===== config.mk =====
export PLATFORM = sky130hd
export DESIGN_NAME = alu_result_commit
export DESIGN_NICKNAME = d
export VERILOG_FILES = /design/src/rtl/alu_result_commit.sv
export SDC_FILE = /design/constraint.sdc
export NUM_CORES = 1
export LEC_CHECK = 0
export BUFFER_PORTS_ARGS = -buffer_cell sky130_fd_sc_hd__buf_2
export CORE_ASPECT_RATIO = 1.1
export CORE_MARGIN = 3
export CORE_UTILIZATION = 50
export DETAILED_ROUTE_END_ITERATION = 10
export MAX_ROUTING_LAYER = met4
export PLACE_DENSITY = 0.82
export SLEW_MARGIN = 40
export SYNTH_ARGS = -nofsm -noshare
export SYNTH_HDL_FRONTEND = slang
export SYNTH_SLANG_ARGS = --single-unit

===== constraint.sdc =====
create_clock -name clk -period 2.27 [get_ports clk]
set_clock_uncertainty 0.15 [all_clocks]
set_input_delay 0.1135 -clock clk [delete_from_list [all_inputs] [get_ports clk]]
set_output_delay 0.1135 -clock clk [all_outputs]
set_load 0.02 [all_outputs]

===== src/rtl/alu_result_commit.sv =====
// Commit stage behind the ALU: holds the Z/V/N flag register, resolves B/BR branches and
// presents write-back data to the register file through a single valid/ready slot.
module alu_result_commit #(
   parameter int DW = 16,
   parameter int RW = 4
) (
   input  logic          clk,
   input  logic          rst_n,
   input  logic          flush,
   input  logic          ex_valid,
   output logic          ex_ready,
   input  logic [3:0]    ex_opcode,
   input  logic [2:0]    ex_cond,
   input  logic [8:0]    ex_imm9,
   input  logic [DW-1:0] ex_in1,
   input  logic [DW-1:0] ex_in2,
   input  logic [DW-1:0] ex_alu_out,
   input  logic [DW-1:0] ex_pc_plus2,
   input  logic [RW-1:0] ex_rd,
   output logic          wb_valid,
   input  logic          wb_ready,
   output logic          wb_we,
   output logic [RW-1:0] wb_rd,
   output logic [DW-1:0] wb_data,
   output logic          br_taken,
   output logic [DW-1:0] br_target,
   output logic [2:0]    flags,
   output logic          halted
);

   localparam logic [3:0] OP_ADD = 4'b0000, OP_SUB = 4'b0001, OP_XOR = 4'b0010,
                          OP_SLL = 4'b0100, OP_SRA = 4'b0101, OP_ROR = 4'b0110,
                          OP_SW  = 4'b1001, OP_B   = 4'b1100, OP_BR  = 4'b1101,
                          OP_PCS = 4'b1110, OP_HLT = 4'b1111;

   localparam logic [0:0] ST_RUN = 1'b0, ST_HALTED = 1'b1;

   // Overflow of the true signed sum/difference: the 17-bit result leaves the 16-bit range
   // exactly when its top two bits differ.
   function automatic logic add_ovf(input logic [DW-1:0] a, input logic [DW-1:0] b,
                                    input logic sub);
      logic [DW:0] ea, eb, s;
      ea = {a[DW-1], a};
      eb = {b[DW-1], b};
      s  = sub ? (ea - eb) : (ea + eb);
      return s[DW] ^ s[DW-1];
   endfunction

   // flag vector is {Z,V,N}
   function automatic logic cond_met(input logic [2:0] cond, input logic [2:0] f);
      logic res;
      case (cond)
         3'b000:  res = ~f[2];
         3'b001:  res = f[2];
         3'b010:  res = ~f[2] & ~f[0];
         3'b011:  res = f[0];
         3'b100:  res = f[2] | ~f[0];
         3'b101:  res = f[2] | f[0];
         3'b110:  res = f[1];
         3'b111:  res = 1'b1;
         default: res = 1'b0;
      endcase
      return res;
   endfunction

   logic [0:0]    state_r;
   logic          wb_valid_r, wb_we_r, br_taken_r;
   logic [RW-1:0] wb_rd_r;
   logic [DW-1:0] wb_data_r, br_target_r;
   logic [2:0]    flags_r;

   logic          accept_s, set_z_s, set_vn_s, we_s, is_br_s, take_s;
   logic [DW-1:0] data_s, target_s;

   assign ex_ready  = (state_r == ST_RUN) & (~wb_valid_r | wb_ready);
   assign accept_s  = ex_valid & ex_ready & ~flush;
   assign take_s    = accept_s & is_br_s & cond_met(ex_cond, flags_r);

   assign wb_valid  = wb_valid_r;
   assign wb_we     = wb_we_r;
   assign wb_rd     = wb_rd_r;
   assign wb_data   = wb_data_r;
   assign br_taken  = br_taken_r;
   assign br_target = br_target_r;
   assign flags     = flags_r;
   assign halted    = (state_r == ST_HALTED);

   // Opcode decode: flag scope, write enable, branch kind, write-back data and branch target.
   always_comb begin
      set_z_s  = 1'b0;
      set_vn_s = 1'b0;
      we_s     = 1'b1;
      is_br_s  = 1'b0;
      case (ex_opcode)
         OP_ADD, OP_SUB:         begin set_z_s = 1'b1; set_vn_s = 1'b1; end
         OP_XOR, OP_SLL,
         OP_SRA, OP_ROR:         set_z_s = 1'b1;
         OP_SW, OP_HLT:          we_s = 1'b0;
         OP_B, OP_BR:            begin we_s = 1'b0; is_br_s = 1'b1; end
         default:                we_s = 1'b1;
      endcase
      if (ex_opcode == OP_PCS) begin
         data_s = ex_pc_plus2;
      end else begin
         data_s = ex_alu_out;
      end
      if (ex_opcode == OP_BR) begin
         target_s = ex_in1;
      end else begin
         target_s = ex_pc_plus2 + {{(DW-10){ex_imm9[8]}}, ex_imm9, 1'b0};
      end
   end

   // Write-back slot; flush empties it ahead of any accept or drain.
   always_ff @(posedge clk or negedge rst_n) begin
      if (!rst_n) begin
         wb_valid_r <= 1'b0;
         wb_we_r    <= 1'b0;
         wb_rd_r    <= {RW{1'b0}};
         wb_data_r  <= {DW{1'b0}};
      end else if (flush) begin
         wb_valid_r <= 1'b0;
      end else if (accept_s) begin
         wb_valid_r <= 1'b1;
         wb_we_r    <= we_s;
         wb_rd_r    <= ex_rd;
         wb_data_r  <= data_s;
      end else if (wb_ready) begin
         wb_valid_r <= 1'b0;
      end
   end

   // Flag register; N follows the (possibly saturated) ALU result, V is recomputed from operands.
   always_ff @(posedge clk or negedge rst_n) begin
      if (!rst_n) begin
         flags_r <= 3'b000;
      end else if (accept_s) begin
         if (set_z_s) begin
            flags_r[2] <= (ex_alu_out == {DW{1'b0}});
         end
         if (set_vn_s) begin
            flags_r[1] <= add_ovf(ex_in1, ex_in2, ex_opcode == OP_SUB);
            flags_r[0] <= ex_alu_out[DW-1];
         end
      end
   end

   // Branch resolution pulse and target.
   always_ff @(posedge clk or negedge rst_n) begin
      if (!rst_n) begin
         br_taken_r  <= 1'b0;
         br_target_r <= {DW{1'b0}};
      end else begin
         br_taken_r <= take_s;
         if (take_s) begin
            br_target_r <= target_s;
         end
      end
   end

   // Run/halt state; only reset leaves HALTED.
   always_ff @(posedge clk or negedge rst_n) begin
      if (!rst_n) begin
         state_r <= ST_RUN;
      end else if (accept_s && (ex_opcode == OP_HLT)) begin
         state_r <= ST_HALTED;
      end
   end

endmodule


==> impl_metrics.yaml <==
floorplan:
  die-area_um2: 7850
  die_height_um: 92.7
  core.rowCount: 30
  coreArea_um2: 6380
  io_pins: 133
  die_w_um: 84.8
  start_util_pct: 53.5
layout:
  diodes: 0
  fin_cells: 683
  multiInputGateArea_um2: 2320
  fin_nets: 722
  regArea_um2: 1080
  drive_gt1_share_pct: 38.0
  fillerInstances: 423
  area_growth_pct: 47.3
setup_path:
  required_ns: 2.31
  critPathMaxFanout: 4
  path_cells: "buf_2 > or4_4 > or3_4 > o31ai_4 > xor2_1 > ha_1 > nand4_1 > nor2b_1 > a2111oi_0 > nand2b_1 > xnor2_1 > mux2_2"
  critPathCaptureType: "flip-flop"
  crit_buf_inv: 1
  cp_slowest_cell: "or4_4"
  rr_worst_depth: 9
  start_kind: "primary input"
  path_delay_family: "simple AND/OR/NAND/NOR gates"
  path_depth: 12
  criticalPathCategory: "in2reg"
  critPathArrivalTime_ns: 2.83
  slowest_delay_ns: 0.55
grt:
  grt_pass1_wl_um: 16600
  grt_max_degree: 44
  grt_antenna_before_repair: 0
  grtUsageTotal_pct: 26.4
  grt_remaining_overflow: 0
  grt_pass1_vias: 3627
placement:
  dp_hpwl_um: 8060
  gp_congestion: 0.899
  place_inst: 646
  io_buffers: 132
outcome:
  status: "finished, violations left"
  violations: "negative setup slack"
synthesis:
  synth-edff-count: 0
  yosysUniqueCellTypes: 61
  ys_seq_area_share_pct: 31.5
  synth_cells: 398
  synth_fp_nets: 518
  postSynthAreaPerCell_um2: 8.58
  async_flop_share_pct: 100
  synth-seq-cells: 43
  synth_flop_cell: "dfrtp_1"
  yosysWarnings: 0
  netlist_area_um2: 3410
run:
  drv_cap: 0
timing:
  setup_viol: 1
  finalHoldViolCount: 0
  fmax_ghz: 0.359
  tightestPinTransition_ns: 0.536
  slew_headroom_pct: 64.3
  drv_slew: 0
  rsz0062_at_grt: "yes"
  fin_crit_sh_pct: 123
  finalSetupTns_ns: -0.519
  setup_ws_ns: -0.519
  min_period_ns: 2.79
cts:
  htree_levels: 2
  cts_num_sinks: 43
  clk_latency_ns: 0.29
  cts_buffers: 5
  cts_tree: "built"
  clock_path_buffers: 2
  path_clk_slew_ns: 0.09
  cts-root-buf: "clkbuf_8"
min_path:
  worstHoldPathType: "in2reg"
  holdPathStages: 3
power:
  p_leak_nw: 2.63
  peakVddDrop_v: 0.000494
  p_per_area_nw_per_um2: 658
routing:
  dr.pass1.iters: 4
  viasPerCell: 5.56
  wl_per_cell_um: 15.1
  drt-total-wl_um: 10300
  drt_iter0_drc: 156
  ant_nets: 0
  post-route-drc-count: 0
  vias: 3798
## Yosys cell counts (all sizes together), types with 3 or more instances
cell,instances,area share (%)
nor2,48,5.3
nand2,44,4.8
dfrtp,43,32
a21oi,33,4.9
ha,30,11
o21ai,21,3.2
mux2i,17,5.0
xor2,17,4.4
inv,14,1.5
a31oi,12,2.2
a21o,10,2.2
clkbuf,10,1.1
nand3,10,1.5
nor2b,7,1.3
buf,6,0.84
nand4,6,1.1
nor3,6,0.88
o31ai,6,1.5
nor4,5,1.4
or3,5,0.95
xnor2,5,1.5
a211oi,4,0.88
nand2b,4,1.0
a221oi,3,0.95
mux2,3,0.99
nand3b,3,0.66
o41ai,3,1.3
## state kept, by name, summed over array words and instances (netlist names)
signal and cells:
br_taken 1, wb_valid 1, wb_we 1, wb_data 16, br_target 16, halted 1, wb_rd 4, flags 3
## report_power, final
| group | total (mW) | leakage [nW] | switching [mW] | internal [mW] |
|---|---|---|---|---|
| sequential | 1.13 | 0.503 | 0.138 | 0.992 |
| combinational | 1.47 | 2.06 | 0.853 | 0.618 |
| clock | 0.706 | 0.0644 | 0.267 | 0.439 |
## layout make-up
cell class              count  share of cell area [%]
clock buffers               5                    1.37
repair buffers            213                    26.6
clock inverters             3                    1.34
inverters                  14                    1.05
well taps                  80                    1.99
flip-flops and latches     43                    21.4
multi-input cells         325                    46.2
## worst paths after layout
path                                    start  slack (ns)             to
worst min register to register       wb_rd[0]        0.34       wb_rd[0]
worst max-delay path                ex_in2[8]       -0.52       flags[1]
max in group asynchronous               rst_n        1.38       flags[2]
min in group asynchronous               rst_n        0.19     wb_data[4]
worst max register to register       flags[2]        0.07  br_target[14]
worst min-delay path            ex_alu_out[9]       0.001     wb_data[9]
## per-stage QoR
stage | cell area [µm²] | setup slack (ns) | power, mW | util [%] | hold WS, ns
finish | 5030 | -0.519 | 3.31 | 78.8 | 0.00112
global route | 5030 | -0.611 | 3.51 | 78.8 | 0.00252
global placement | 4530 | -0.822 | 2.49 | 70.9 | 0.152
detailed placement | 4530 | -0.890 | 2.54 | 71.0 | -0.0216
floorplan | 3430 | -0.617 | 1.95 | - | -0.332
CTS | 4940 | -0.473 | 3.28 | 77.5 | 0.000387
## logic make-up after synthesis
| group | share of synthesized area (%) |
|---|---|
| compound gates | 20.3 |
| xor+xnor | 5.87 |
| fa+ha+maj | 11.9 |
| buf+inv | 3.48 |
| flops | 31.5 |
| mux | 5.97 |
| simple gates | 21.0 |
## metal layers
layer	track usage, %	vias up	routed length, µm
met4	6.07	0	148
li1	-	1851	-
met3	4.63	16	707
met2	45.2	145	5060
met1	32.5	1786	4410
met5	-	-	0
## worst reg2reg max path, delay by kind of cell, from the launching register on
| family | cells | cell delay [ns] |
|---|---|---|
| buffers and inverters | 2 | 0.28 |
| AND/OR/NAND/NOR | 3 | 0.68 |
| AO/OA/AOI/OAI | 4 | 0.54 |
| flip-flops | 1 | 0.45 |
## cell usage in the layout, fill, tap and decap left out, drive strengths merged, types with 4 or more instances in the layout
cell type      n
nand2b         4
dlygate4sd3   23
o21ai         21
a211oi         4
ha            30
dfrtp         43
xor2          17
a31oi         12
nor2b          7
buf          190
mux2i         17
xnor2          5
nor2          48
nand2         44
nand4          6
o31ai          6
inv           14
clkbuf         5
a21oi         33
nor4           5
nor3           6
a21o          10
nand3         10
or3            5
## timing repair
action / CTS / global route
buffers inserted: 4 / 2
setup endpoints to repair: 10 / 15
hold endpoints to repair: 62 / 1
pin swaps: 7 / 8
hold buffers: 22 / 1
resized for setup: 8 / 15
No activity file was read; power rests on OpenSTA's default activity.
